## src/rtl/instr_pkg.sv

```systemverilog
// rtl/instr_pkg.sv - shared defaults, word type and slice ordering helper for the instruction assembler
package instr_pkg;
  localparam int DATA_W = 8;
  localparam int BEATS  = 2;
  localparam int DEPTH  = 2;
  localparam int WORD_W = DATA_W * BEATS;

  typedef logic [WORD_W-1:0] instr_word_t;

  // Maps a beat number to the slice it fills inside the assembled word.
  function automatic int slice_index(input logic [2:0] beat, input int beats, input int msb_first);
    return (msb_first != 0) ? (beats - 1 - int'(beat)) : int'(beat);
  endfunction
endpackage

```

## src/rtl/instr_fifo.sv

```systemverilog
// rtl/instr_fifo.sv - DEPTH-entry synchronous word queue with full/empty flags
module instr_fifo #(
  parameter int W     = 16,
  parameter int DEPTH = 2
) (
  input  logic         clk1,
  input  logic         rst,
  input  logic         flush,
  input  logic         push,
  input  logic [W-1:0] wdata,
  input  logic         pop,
  output logic [W-1:0] head,
  output logic         full,
  output logic         empty
);
  localparam int PW = (DEPTH > 1) ? $clog2(DEPTH) : 1;

  logic [W-1:0]  mem_q [DEPTH];
  logic [PW-1:0] wr_q, wr_d, rd_q, rd_d;
  logic [PW:0]   cnt_q, cnt_d;
  logic          do_push, do_pop;

  assign empty = (cnt_q == '0);
  assign full  = (cnt_q == (PW+1)'(DEPTH));
  // A pop on the same edge frees the slot, so a full queue still takes the push.
  assign do_pop  = pop && !empty;
  assign do_push = push && (!full || do_pop);
  assign head    = empty ? '0 : mem_q[rd_q];

  always_comb begin
    wr_d  = wr_q;
    rd_d  = rd_q;
    cnt_d = cnt_q;
    if (do_push) wr_d = wr_q + 1'b1;
    if (do_pop)  rd_d = rd_q + 1'b1;
    case ({do_push, do_pop})
      2'b10:   cnt_d = cnt_q + 1'b1;
      2'b01:   cnt_d = cnt_q - 1'b1;
      default: cnt_d = cnt_q;
    endcase
  end

  always_ff @(posedge clk1) begin
    if (rst || flush) begin
      wr_q  <= '0;
      rd_q  <= '0;
      cnt_q <= '0;
    end else begin
      wr_q  <= wr_d;
      rd_q  <= rd_d;
      cnt_q <= cnt_d;
      if (do_push) mem_q[wr_q] <= wdata;
    end
  end
endmodule

```

## src/rtl/instr_assembler.sv

```systemverilog
// rtl/instr_assembler.sv - packs BEATS bus beats into instruction words and queues them
module instr_assembler #(
  parameter int DATA_W    = instr_pkg::DATA_W,
  parameter int BEATS     = instr_pkg::BEATS,
  parameter int MSB_FIRST = 1,
  parameter int DEPTH     = instr_pkg::DEPTH
) (
  input  logic                    clk1,
  input  logic                    rst,
  input  logic                    ena,
  input  logic [DATA_W-1:0]       data,
  input  logic                    flush,
  input  logic                    instr_ready,
  output logic [DATA_W*BEATS-1:0] instr_out,
  output logic                    instr_valid,
  output logic                    busy,
  output logic [2:0]              beat_cnt,
  output logic                    overflow
);
  import instr_pkg::*;

  localparam int WW = DATA_W * BEATS;

  logic [2:0]    beat_cnt_q, beat_cnt_d;
  logic [WW-1:0] part_q, part_d;
  logic          overflow_q, overflow_d;
  logic          push;
  logic          fifo_full, fifo_empty;

  always_comb begin
    beat_cnt_d = beat_cnt_q;
    part_d     = part_q;
    overflow_d = overflow_q;
    push       = 1'b0;
    if (flush) begin
      beat_cnt_d = '0;
      overflow_d = 1'b0;
    end else if (ena) begin
      for (int i = 0; i < BEATS; i++) begin
        if (i == slice_index(beat_cnt_q, BEATS, MSB_FIRST)) part_d[i*DATA_W +: DATA_W] = data;
      end
      if (beat_cnt_q == 3'(BEATS-1)) begin
        push       = 1'b1;
        beat_cnt_d = '0;
        if (fifo_full && !instr_ready) overflow_d = 1'b1;
      end else begin
        beat_cnt_d = beat_cnt_q + 3'd1;
      end
    end else begin
      // Stale slices need no clearing: every slice is rewritten before the next push.
      beat_cnt_d = '0;
    end
  end

  always_ff @(posedge clk1) begin
    if (rst) begin
      beat_cnt_q <= '0;
      part_q     <= '0;
      overflow_q <= 1'b0;
    end else begin
      beat_cnt_q <= beat_cnt_d;
      part_q     <= part_d;
      overflow_q <= overflow_d;
    end
  end

  instr_fifo #(.W(WW), .DEPTH(DEPTH)) u_fifo (
    .clk1  (clk1),
    .rst   (rst),
    .flush (flush),
    .push  (push),
    .wdata (part_d),
    .pop   (instr_ready),
    .head  (instr_out),
    .full  (fifo_full),
    .empty (fifo_empty)
  );

  assign instr_valid = !fifo_empty;
  assign busy        = (beat_cnt_q != 3'd0);
  assign beat_cnt    = beat_cnt_q;
  assign overflow    = overflow_q;
endmodule

```

## config.mk

```make
export PLATFORM = sky130hd
export DESIGN_NAME = instr_assembler
export DESIGN_NICKNAME = d
export VERILOG_FILES = /design/src/rtl/instr_pkg.sv /design/src/rtl/instr_fifo.sv /design/src/rtl/instr_assembler.sv
export SDC_FILE = /design/constraint.sdc
export NUM_CORES = 1
export LEC_CHECK = 0
export BUFFER_PORTS_ARGS = -buffer_cell sky130_fd_sc_hd__buf_2
export CORE_UTILIZATION = 55
export CTS_CLUSTER_SIZE = 16
export DETAILED_ROUTE_END_ITERATION = 10
export GPL_TIMING_DRIVEN = 0
export PLACE_DENSITY = 0.78
export RECOVER_POWER = 25
export SYNTH_ARGS = -nofsm -noshare
export SYNTH_HDL_FRONTEND = slang
export SYNTH_SLANG_ARGS = --single-unit
export TNS_END_PERCENT = 10
```

## constraint.sdc

```tcl
create_clock -name clk1 -period 2.6 [get_ports clk1]
set_input_delay 0.52 -clock clk1 [delete_from_list [all_inputs] [get_ports clk1]]
set_output_delay 0.52 -clock clk1 [all_outputs]
set_load 0.005 [all_outputs]
```

==> results of run 1 <==
==> state kept, by name, summed over array words and instances, names as in the netlist, named ones only <==
signal        flops
u_fifo.mem_q     32
part_q           16
beat_cnt          3
u_fifo.cnt_q      2
overflow          1
u_fifo.rd_q       1
u_fifo.wr_q       1
==> repair_timing <==
item                       in CTS  in global routing
setup endpoints to repair      16                 10
pin swaps                       0                  0
resized for setup               1                  1
==> critical path, cell delays in order (launching register included) <==
cell	delay, ns
dfxtp_1	0.37
nor2_2	0.39
clkbuf_1	0.43
nor2_1	0.10
buf_2	0.15
==> where the power goes <==
group	leakage, uW	internal (uW)	switching, uW
sequential	0.000519	960	3.62
clock	0.0000918	437	323
combinational	0.000454	31.6	38.6
total	0.00106	1430	365
==> metal layers <==
| layer | wire length, um | vias to the layer above |
|---|---|---|
| met1 | 1850 | 667 |
| met4 | 80 | 0 |
| li1 | - | 702 |
| met5 | 0 | - |
| met3 | 221 | 9 |
| met2 | 2210 | 45 |
==> synth_stat cells, drive strengths merged <==
cell type,number
a211oi,2
a21boi,1
a21oi,1
a31oi,2
and2b,1
and3,1
buf,2
clkbuf,4
dfxtp,25
edfxtp,32
ha,3
inv,5
mux2,16
mux2i,17
nand2,3
nand2b,1
nand3,2
nor2,22
nor2b,16
nor3,4
nor3b,2
nor4b,1
o211ai,1
o21ai,2
o21bai,1
or2,2
or2b,1
or3,1
or3b,1
xor2,1
==> per-stage QoR <==
step / util (%) / area [sq um] / cells / setup slack, ns
after floorplan: - / 2300 / 173 / 0.471
after detailed placement: 63.2 / 2530 / 257 / -0.122
after global placement: 63.2 / 2530 / 257 / -0.0403
after global routing: 67.7 / 2710 / 273 / 0.119
after CTS: 67.9 / 2720 / 273 / 0.0865
final: 67.7 / 2710 / 273 / 0.317
==> cell type report <==
type / count / area [sq um]
Sequential cell: 57 / 1460
Tap cell: 50 / 62.6
Fill cell: 295 / 1290
Inverter: 5 / 18.8
Multi-Input combinational cell: 105 / 796
Clock inverter: 4 / 43.8
Timing Repair Buffer: 34 / 165
Buffer: 6 / 25.0
Clock buffer: 12 / 135
==> kinds of logic (layout without fill, tap and decap cells) <==
kind of cell               after synthesis  count (layout)
buffers and inverters                   11              61
muxes                                   33              33
xor gates and xnor gates                 1               1
and+or+nand+nor                         58              58
adders and majority gates                3               3
AOI/OAI and AO/OA                       10              10
DFF                                     57              57
==> worst paths after layout <==
kind	end	startpoint	slack, ns	cells past startpoint
setup reg to reg	u_fifo.mem_q[0][1]	beat_cnt[0]	0.37	3
setup / recovery	instr_out[13]	u_fifo.cnt_q[1]	0.32	4
hold reg to reg	overflow	overflow	0.47	2
hold / removal	overflow	ena	0.47	3
==> metrics.txt, run 1 <==
Longest Clk Path Bufs=2; synth-to-layout area growth=17.9%; GR Layer Usage met1=25.9%; GRT met2 Usage=38.5%; Setup TNS=0 ns; root buf cell=clkbuf_8; Clock Skews=0.00465 ns; IO Port Bufs=34; cell taking the most area after synthesis=edfxtp_1; cts bufs inserted=9; DR vias=1423; PwrDens=662 nW/um^2; worst slew pin tran=0.889 ns; RSZ-0062 raised after global routing=no; Synth top area share=41.8%; most frequent cells in the layout=32 x buf_2, 32 x edfxtp_1, 25 x dfxtp_1, 21 x nor2_1, 17 x mux2i_1; Synth Warn #=0; CP startpoint kind=flop; I/O pin count=35; postcts setup bufs=0; clk slew on worst S/H paths=0.06 ns; HP Class=in2reg; VDD IR max=0.000452 V; Initial DRC Count=81; synth top area cells=edfxtp_1 42%, dfxtp_1 22%, mux2_2 7.8%; mux contribution to synthesized area=15.3%; Synth cell types=33; worst path required time=2.08 ns; GR met3 Demand/Resource=7.36%; ANT nets after route=0; Post-Synth Adder-Cell Area=1.63%; GR peak layer=met2; Peak Freq=0.438 GHz; initial core utilization=57.4%; share of layout cells above drive strength 1=26.9%; routed len/inst=16.0 um; Worst Setup End Kind=output port; RePlAce Congestion=0.768; Layout Nets=234; row cnt=23; Max Slew Vio Count=0; Compound-Gate Fraction of Synth Area=2.83%; Netlist Area Pre-Place=2300 sq um; Crit Path Max Fanout=10; CTS Hold Buffers Added=0; FF+latch count, synth=57; Synth Area in Simple Gates=14.4%; largest family of logic cells by synthesized area=multiplexers; die height=66.6 um; overall die width=66.6 um; Via density=5.21; Fin. Hold Viols=0; diode count=0; number of global-route vias before repair=1492; fin crit share=87.8%; Mapped Nets=189; Static Leak=0.00106 uW; die area=4440 sq um; total of max-cap violations=0; core area=4000 sq um; DPL Wire Length=2910 um; CTS tree=built; worst-skew pair later-pin latency=0.33 ns; drt drc=0; H-tree depth=3; Setup CP Type=reg2out; DR pass1 iterations=6; final WL=4360 um; Tot Pwr=1790 uW; global-route wire length before repair=7020 um; Post-Syn Instances=173; WP data arrival=1.76 ns; Avg Cell Area, Syn=13.3 sq um; pin count of the biggest net entering global routing=18; sequential fraction of the synthesis area=63.6%; All-Layer GR Usage=23.0%; Synth Area in XOR/XNOR=0.381%; outcome=finished clean; initial antenna violation count=0; Hold WS=0.467 ns; final setup violation count=0; crit path time final=2.28 ns; CTS sink cnt=57; GRT overflow=0; Rel. slew slack=40.7%
(Power assumes the default switching activity.)
==> run 2, diff against run 1 <==
--- a/config.mk
+++ b/config.mk
@@ -9,6 +9,7 @@
 export CORE_UTILIZATION = 55
 export CTS_CLUSTER_SIZE = 16
 export DETAILED_ROUTE_END_ITERATION = 10
+export GPL_ROUTABILITY_DRIVEN = 0
 export GPL_TIMING_DRIVEN = 0
 export PLACE_DENSITY = 0.78
 export RECOVER_POWER = 25
==> constraint.sdc (replaced) <==
create_clock -name clk1 -period 2.6 [get_ports clk1]
set_input_delay 0.52 -clock clk1 [delete_from_list [all_inputs] [get_ports clk1]]
set_output_delay 0.52 -clock clk1 [all_outputs]
set_load 0.1 [all_outputs]
==> run 2 against run 1 <==
- clock-buffer cell count unchanged
- register-to-register slack improved by 0.11 ns
- cell area barely moved
- setup slack lost 0.13 ns
- routed wire length decreased by 2.7%
- combinational power increased by 23%
- largest cell class unchanged
- highest routed layer unchanged
==> metrics.txt, run 2 (same netlist as run 1, synthesis figures left out) <==
DPL Wire Length=2800 um (was 2910 um); cts bufs inserted=9 (unchanged); Final Core Density=67.8% (was 67.7%); CP startpoint kind=flop (unchanged); total of max-cap violations=0 (unchanged); IO Port Bufs=34 (unchanged); Psw=369 uW (was 365 uW); global-route wire length before repair=6630 um (was 7020 um); Setup CP Type=reg2out (unchanged); most used cell, CP=buf_2; clk slew on worst S/H paths=0.06 ns (about the same); root buf cell=clkbuf_8 (unchanged); row cnt=23 (unchanged); VDD IR max=0.000522 V (was 0.000452 V); number of global-route vias before repair=1396 (was 1492); Crit Path Max Fanout=10 (unchanged); share of layout cells above drive strength 1=28.1% (was 26.9%); fraction of power consumed by combinational cells=4.8% (was 3.9%); Initial DRC Count=41 (was 81); Finished Cell Area=2710 sq um (about the same); drt drc=0 (unchanged); ANT nets after route=0 (unchanged); clock power share=41.6% (was 42.4%); Placement Setup Slack=-0.0713 ns (was -0.122 ns); Peak Freq=0.414 GHz (was 0.438 GHz); Fin. Hold Viols=0 (unchanged); fin crit share=92.9% (was 87.8%); HP Class=reg2reg (was in2reg); RSZ-0062 raised after global routing=no (unchanged); WP data arrival=1.89 ns (was 1.76 ns); core area=4000 sq um (unchanged); most frequent cells in the layout=34 x buf_2, 32 x edfxtp_1, 24 x dfxtp_1, 21 x nor2_1, 17 x mux2i_1 (was 32 x buf_2, 32 x edfxtp_1, 25 x dfxtp_1, 21 x nor2_1, 17 x mux2i_1); PwrDens=663 nW/um^2 (was 662 nW/um^2); diode count=0 (unchanged); layout filler cell count=304 (was 295); synth-to-layout area growth=18.0% (was 17.9%); commonest non-fill, non-tap cell in the layout=buf_2; Via density=5.22 (was 5.21); die height=66.6 um (unchanged); Tot Pwr=1800 uW (was 1790 uW); Rel. slew slack=23.5% (was 40.7%); initial core utilization=57.4% (unchanged); CP Cell Sequence=buf_2 > buf_2 > mux2i_1 > nor2_1 > buf_2 (was nor2_2 > clkbuf_1 > nor2_1 > buf_2); worst-skew pair later-pin latency=0.32 ns (was 0.33 ns); Longest Clk Path Bufs=2 (unchanged); I/O pin count=35 (unchanged); Max Slew Vio Count=0 (unchanged); initial antenna violation count=0 (unchanged); final WL=4240 um (was 4360 um); Worst Setup End Kind=output port (unchanged); GRT overflow=0 (unchanged); final setup violation count=0 (unchanged); max incr delay on CP=0.44 ns (was 0.43 ns); DP Area=2530 sq um (about the same); Cell Int Power=1430 uW (about the same); Clock Skews=0.00481 ns (was 0.00465 ns); CTS tree=built (unchanged); overall die width=66.6 um (unchanged); sw frac=20.5% (was 20.4%); routed len/inst=15.5 um (was 16.0 um); All-Layer GR Usage=22.0% (was 23.0%); CP max-delay cell=buf_2 (was clkbuf_1); DR vias=1431 (was 1423); pin count of the biggest net entering global routing=18 (unchanged); DR pass1 iterations=4 (was 6); Largest Register=u_fifo.mem_q (unchanged); H-tree depth=3 (unchanged); crit path time final=2.41 ns (was 2.28 ns); outcome=finished clean (unchanged); worst slew pin tran=1.15 ns (was 0.889 ns); number of flip-flops in the largest register=32 (unchanged); Static Leak=0.00108 uW (was 0.00106 uW); Flop pwr share=53.6% (was 53.7%); Hold WS=0.479 ns (was 0.467 ns); Layout Nets=235 (was 234); CTS sink cnt=57 (unchanged); worst path required time=2.08 ns (about the same); setup slack after layout=0.185 ns (was 0.317 ns); die area=4440 sq um (unchanged)
[run 2: changes by cell type in the layout (fill, tap and decap cells not counted)]
cell / previous run / this run
dfxtp_1: 25 / 24
nor3b_4: 1 / 0
nor3b_2: 0 / 1
buf_6: 0 / 1
or3b_4: 1 / 0
nand3_2: 1 / 0
dfxtp_2: 0 / 1
clkbuf_2: 0 / 1
buf_2: 32 / 34
nand3_1: 1 / 2
clkbuf_1: 11 / 8
or3b_1: 0 / 1
[run 2: routing by layer]
layer,vias to the layer above,GRT usage [%],share of wire (%)
met5,-,0,0
met4,0,9.57,0.73
met3,4,8.22,3.5
met2,34,36.5,51
met1,689,25.3,45
li1,704,-,-
[run 2: power groups by stage]
stage	clock network (uW)	logic (uW)	registers [uW]
floorplan	0	55.6	987
CTS	759	88.3	963
global placement	0	84.1	982
global route	799	93.1	964
detailed placement	0	87.6	983
finish	747	86.5	963
[run 2: stage by stage]
| step | std cells | TNS (ns) |
|---|---|---|
| floorplan | 173 | -0.333 |
| global placement | 257 | -0.794 |
| detailed placement | 257 | -1.13 |
| CTS | 273 | 0 |
| global route | 274 | 0 |
| finish | 274 | 0 |
[run 2: critical path: cells and delay by family (launching register included)]
kind | cells | cell delay, ns
buffers and inverters | 3 | 1.02
flip-flops | 1 | 0.30
multiplexers | 1 | 0.13
AND/OR/NAND/NOR | 1 | 0.12
[run 2: cell type report]
class / instances / area (sq um) / share of cell area [%]
flip-flops and latches: 57 / 1460 / 54.0
multi-input cells: 105 / 782 / 28.9
repair buffers: 35 / 179 / 6.60
clock buffers: 12 / 135 / 4.99
well taps: 50 / 62.6 / 2.31
clock inverters: 4 / 43.8 / 1.62
plain buffers: 6 / 26.3 / 0.970
inverters: 5 / 18.8 / 0.693
[run 2: final timing paths]
kind                            cells after the start                 end   startpoint  slack [ns]
worst max-delay path                                5       instr_out[11]         flop        0.19
worst max register to register                      3  u_fifo.mem_q[1][5]  beat_cnt[1]        0.48
worst min register to register                      1         beat_cnt[0]  beat_cnt[0]        0.48
worst min-delay path                                1         beat_cnt[0]  beat_cnt[0]        0.48
[run 2: timing repair]
action                                  4_1_cts  5_1_grt
setup buffers                                 0        0
endpoints found under the setup margin       10        7
hold buffers                                  0        0
resized for setup                             1        2
==> run 3, diff against run 2 <==
--- a/config.mk
+++ b/config.mk
@@ -5,13 +5,13 @@
 export SDC_FILE = /design/constraint.sdc
 export NUM_CORES = 1
 export LEC_CHECK = 0
-export BUFFER_PORTS_ARGS = -buffer_cell sky130_fd_sc_hd__buf_2
 export CORE_UTILIZATION = 55
 export CTS_CLUSTER_SIZE = 16
 export DETAILED_ROUTE_END_ITERATION = 10
+export DONT_BUFFER_PORTS = 1
 export GPL_ROUTABILITY_DRIVEN = 0
 export GPL_TIMING_DRIVEN = 0
-export PLACE_DENSITY = 0.78
+export PLACE_DENSITY = 0.7
 export RECOVER_POWER = 25
 export SYNTH_ARGS = -nofsm -noshare
 export SYNTH_HDL_FRONTEND = slang
==> run 3 against run 2 <==
- the run now ends with negative setup slack left
- routed wire length down 2.7%
- cell count decreased by 12%
- clock power rose by 16%
- clock-buffer cell count fell by 3
- highest routed layer unchanged
- combinational power is 21% lower
==> metrics.txt, run 3 (same netlist as run 1, synthesis figures left out) <==
final setup violation count=4 (was 0); DPL Wire Length=2630 um (was 2800 um); final WL=4130 um (was 4240 um); die height=66.6 um (unchanged); Setup CP Type=reg2out (unchanged); outcome=finished with violations (was finished clean); IO Port Bufs=0 (was 34); fraction of power consumed by combinational cells=3.6% (was 4.8%); Hold WS=0.385 ns (was 0.479 ns); Worst Setup End Kind=output port (unchanged); Flop pwr share=51.0% (was 53.6%); Rel. slew slack=27.9% (was 23.5%); Longest Clk Path Bufs=2 (unchanged); initial antenna violation count=0 (unchanged); I/O pin count=35 (unchanged); register-to-register path setup slack=0.22 ns (was 0.48 ns); Initial DRC Count=38 (was 41); All-Layer GR Usage=20.8% (was 22.0%); DP Area=2400 sq um (was 2530 sq um); clock power share=45.4% (was 41.6%); worst-skew pair later-pin latency=0.33 ns (was 0.32 ns); worst slew pin tran=1.08 ns (was 1.15 ns); row cnt=23 (unchanged); GR met3 Demand/Resource=6.34% (was 8.22%); CP startpoint kind=flop (unchanged); die area=4440 sq um (unchanged); Peak Freq=0.373 GHz (was 0.414 GHz); Fin. Hold Viols=0 (unchanged); synth-to-layout area growth=16.5% (was 18.0%); H-tree depth=3 (unchanged); RSZ-0062 raised after global routing=yes (was no); Psw=389 uW (was 369 uW); core area=4000 sq um (unchanged); Layout Nets=203 (was 235); CTS tree=built (unchanged); failing checks=negative setup slack; routed len/inst=17.0 um (was 15.5 um); overall die width=66.6 um (unchanged); global-route wire length before repair=6310 um (was 6630 um); initial core utilization=57.4% (unchanged); Max Slew Vio Count=0 (unchanged); pin count of the biggest net entering global routing=17 (was 18); Static Leak=0.000928 uW (was 0.00108 uW); GR Layer Usage met1=23.5% (was 25.3%); Clock Skews=0.00722 ns (was 0.00481 ns); Largest Register=u_fifo.mem_q (unchanged); commonest non-fill, non-tap cell in the layout=edfxtp_1 (was buf_2); GRT overflow=0 (unchanged); max incr delay on CP=0.82 ns (was 0.44 ns); CP max-delay cell=nor2_2 (was buf_2); Crit Path Max Fanout=10 (unchanged); GR peak layer=met2 (unchanged); CTS sink cnt=57 (unchanged); Cell Int Power=1510 uW (was 1430 uW); GRT met2 Usage=34.8% (was 36.5%); HP Class=in2reg (was reg2reg); setup slack after layout=-0.0846 ns (was 0.185 ns); clk slew on worst S/H paths=0.06 ns (about the same); diode count=0 (unchanged); Via density=5.42 (was 5.22); total of max-cap violations=0 (unchanged); WP data arrival=2.16 ns (was 1.89 ns); cts bufs inserted=9 (unchanged); sw frac=20.4% (was 20.5%); fin crit share=103% (was 92.9%); DR vias=1311 (was 1431); DR pass1 iterations=4 (unchanged); share of layout cells above drive strength 1=29.2% (was 28.1%); worst path required time=2.08 ns (about the same); VDD IR max=0.000546 V (was 0.000522 V); PwrDens=710 nW/um^2 (was 663 nW/um^2); root buf cell=clkbuf_8 (unchanged); most frequent cells in the layout=32 x edfxtp_1, 23 x dfxtp_1, 17 x mux2i_1, 16 x nor2b_1, 10 x nor2_2 (was 34 x buf_2, 32 x edfxtp_1, 24 x dfxtp_1, 21 x nor2_1, 17 x mux2i_1); Setup TNS=-0.319 ns (was 0 ns); Finished Cell Area=2680 sq um (was 2710 sq um); number of flip-flops in the largest register=32 (unchanged); CP Cell Sequence=buf_2 > buf_2 > mux2i_1 > nor2_2 (was buf_2 > buf_2 > mux2i_1 > nor2_1 > buf_2); most used cell, CP=buf_2 (unchanged); CTS Hold Buffers Added=0 (unchanged); drt drc=0 (unchanged); ANT nets after route=0 (unchanged); crit path time final=2.68 ns (was 2.41 ns); number of global-route vias before repair=1298 (was 1396)
## run 3: changes by cell type in the layout (fill, tap and decap cells not counted), moves of 2 or more
| cell | before | now |
|---|---|---|
| buf_2 | 34 | 2 |
| nor2_1 | 21 | 5 |
| nor2_2 | 1 | 10 |
| nor2_4 | 0 | 7 |
| clkbuf_1 | 8 | 3 |
| buf_4 | 0 | 3 |
| clkinvlp_4 | 0 | 2 |
## run 3: power by group through the flow
stage               clock network (uW)  logic (uW)  registers (uW)
finish                             864        68.6             969
detailed placement                   0        68.1             988
CTS                                872        70.3             969
global route                       908        74.3             969
global placement                     0        64.6             988
floorplan                            0        55.6             987
## run 3: final timing paths
check / from / endpoint / cells past startpoint
worst max register to register: beat_cnt[2] / part_q[2] / 4
worst min register to register: u_fifo.wr_q / u_fifo.wr_q / 2
worst min-delay path: flush / u_fifo.wr_q / 3
worst max-delay path: flop / instr_out[0] / 4
## run 3: layer usage
layer	wire, um	part of all wire (%)
met2	2090	51
met1	1750	42
met3	205	5.0
met4	82	2.0
met5	0	0
## run 3: critical path, delay by kind of cell (launching register included)
family,cells,cell delay (ns)
simple gates,1,0.82
mux,1,0.14
flops,1,0.31
buf+inv,2,0.57
## run 3: stage by stage
step	power (uW)	utilization, %	cells	setup WS (ns)
2_1_floorplan	1040	-	173	-0.0333
5_1_grt	1950	66.9	242	-0.201
3_5_place_dp	1060	60.0	223	-0.394
4_1_cts	1910	66.7	242	-0.156
3_3_place_gp	1050	59.0	223	-0.369
6_report	1900	66.9	242	-0.0846
## run 3: repair_timing
action                     4_1_cts  5_1_grt
resized for setup               10        7
setup endpoints to repair       45       25
setup buffers                    3        0
## run 3: cell type report
| type | count | area, sq um |
|---|---|---|
| sequential | 57 | 1460 |
| fill | 289 | 1320 |
| multi-input combinational | 105 | 867 |
| clock buffer | 9 | 124 |
| clock inverter | 7 | 85.1 |
| tap | 50 | 62.6 |
| buffer | 6 | 28.8 |
| timing repair buffer | 3 | 22.5 |
| inverter | 5 | 22.5 |
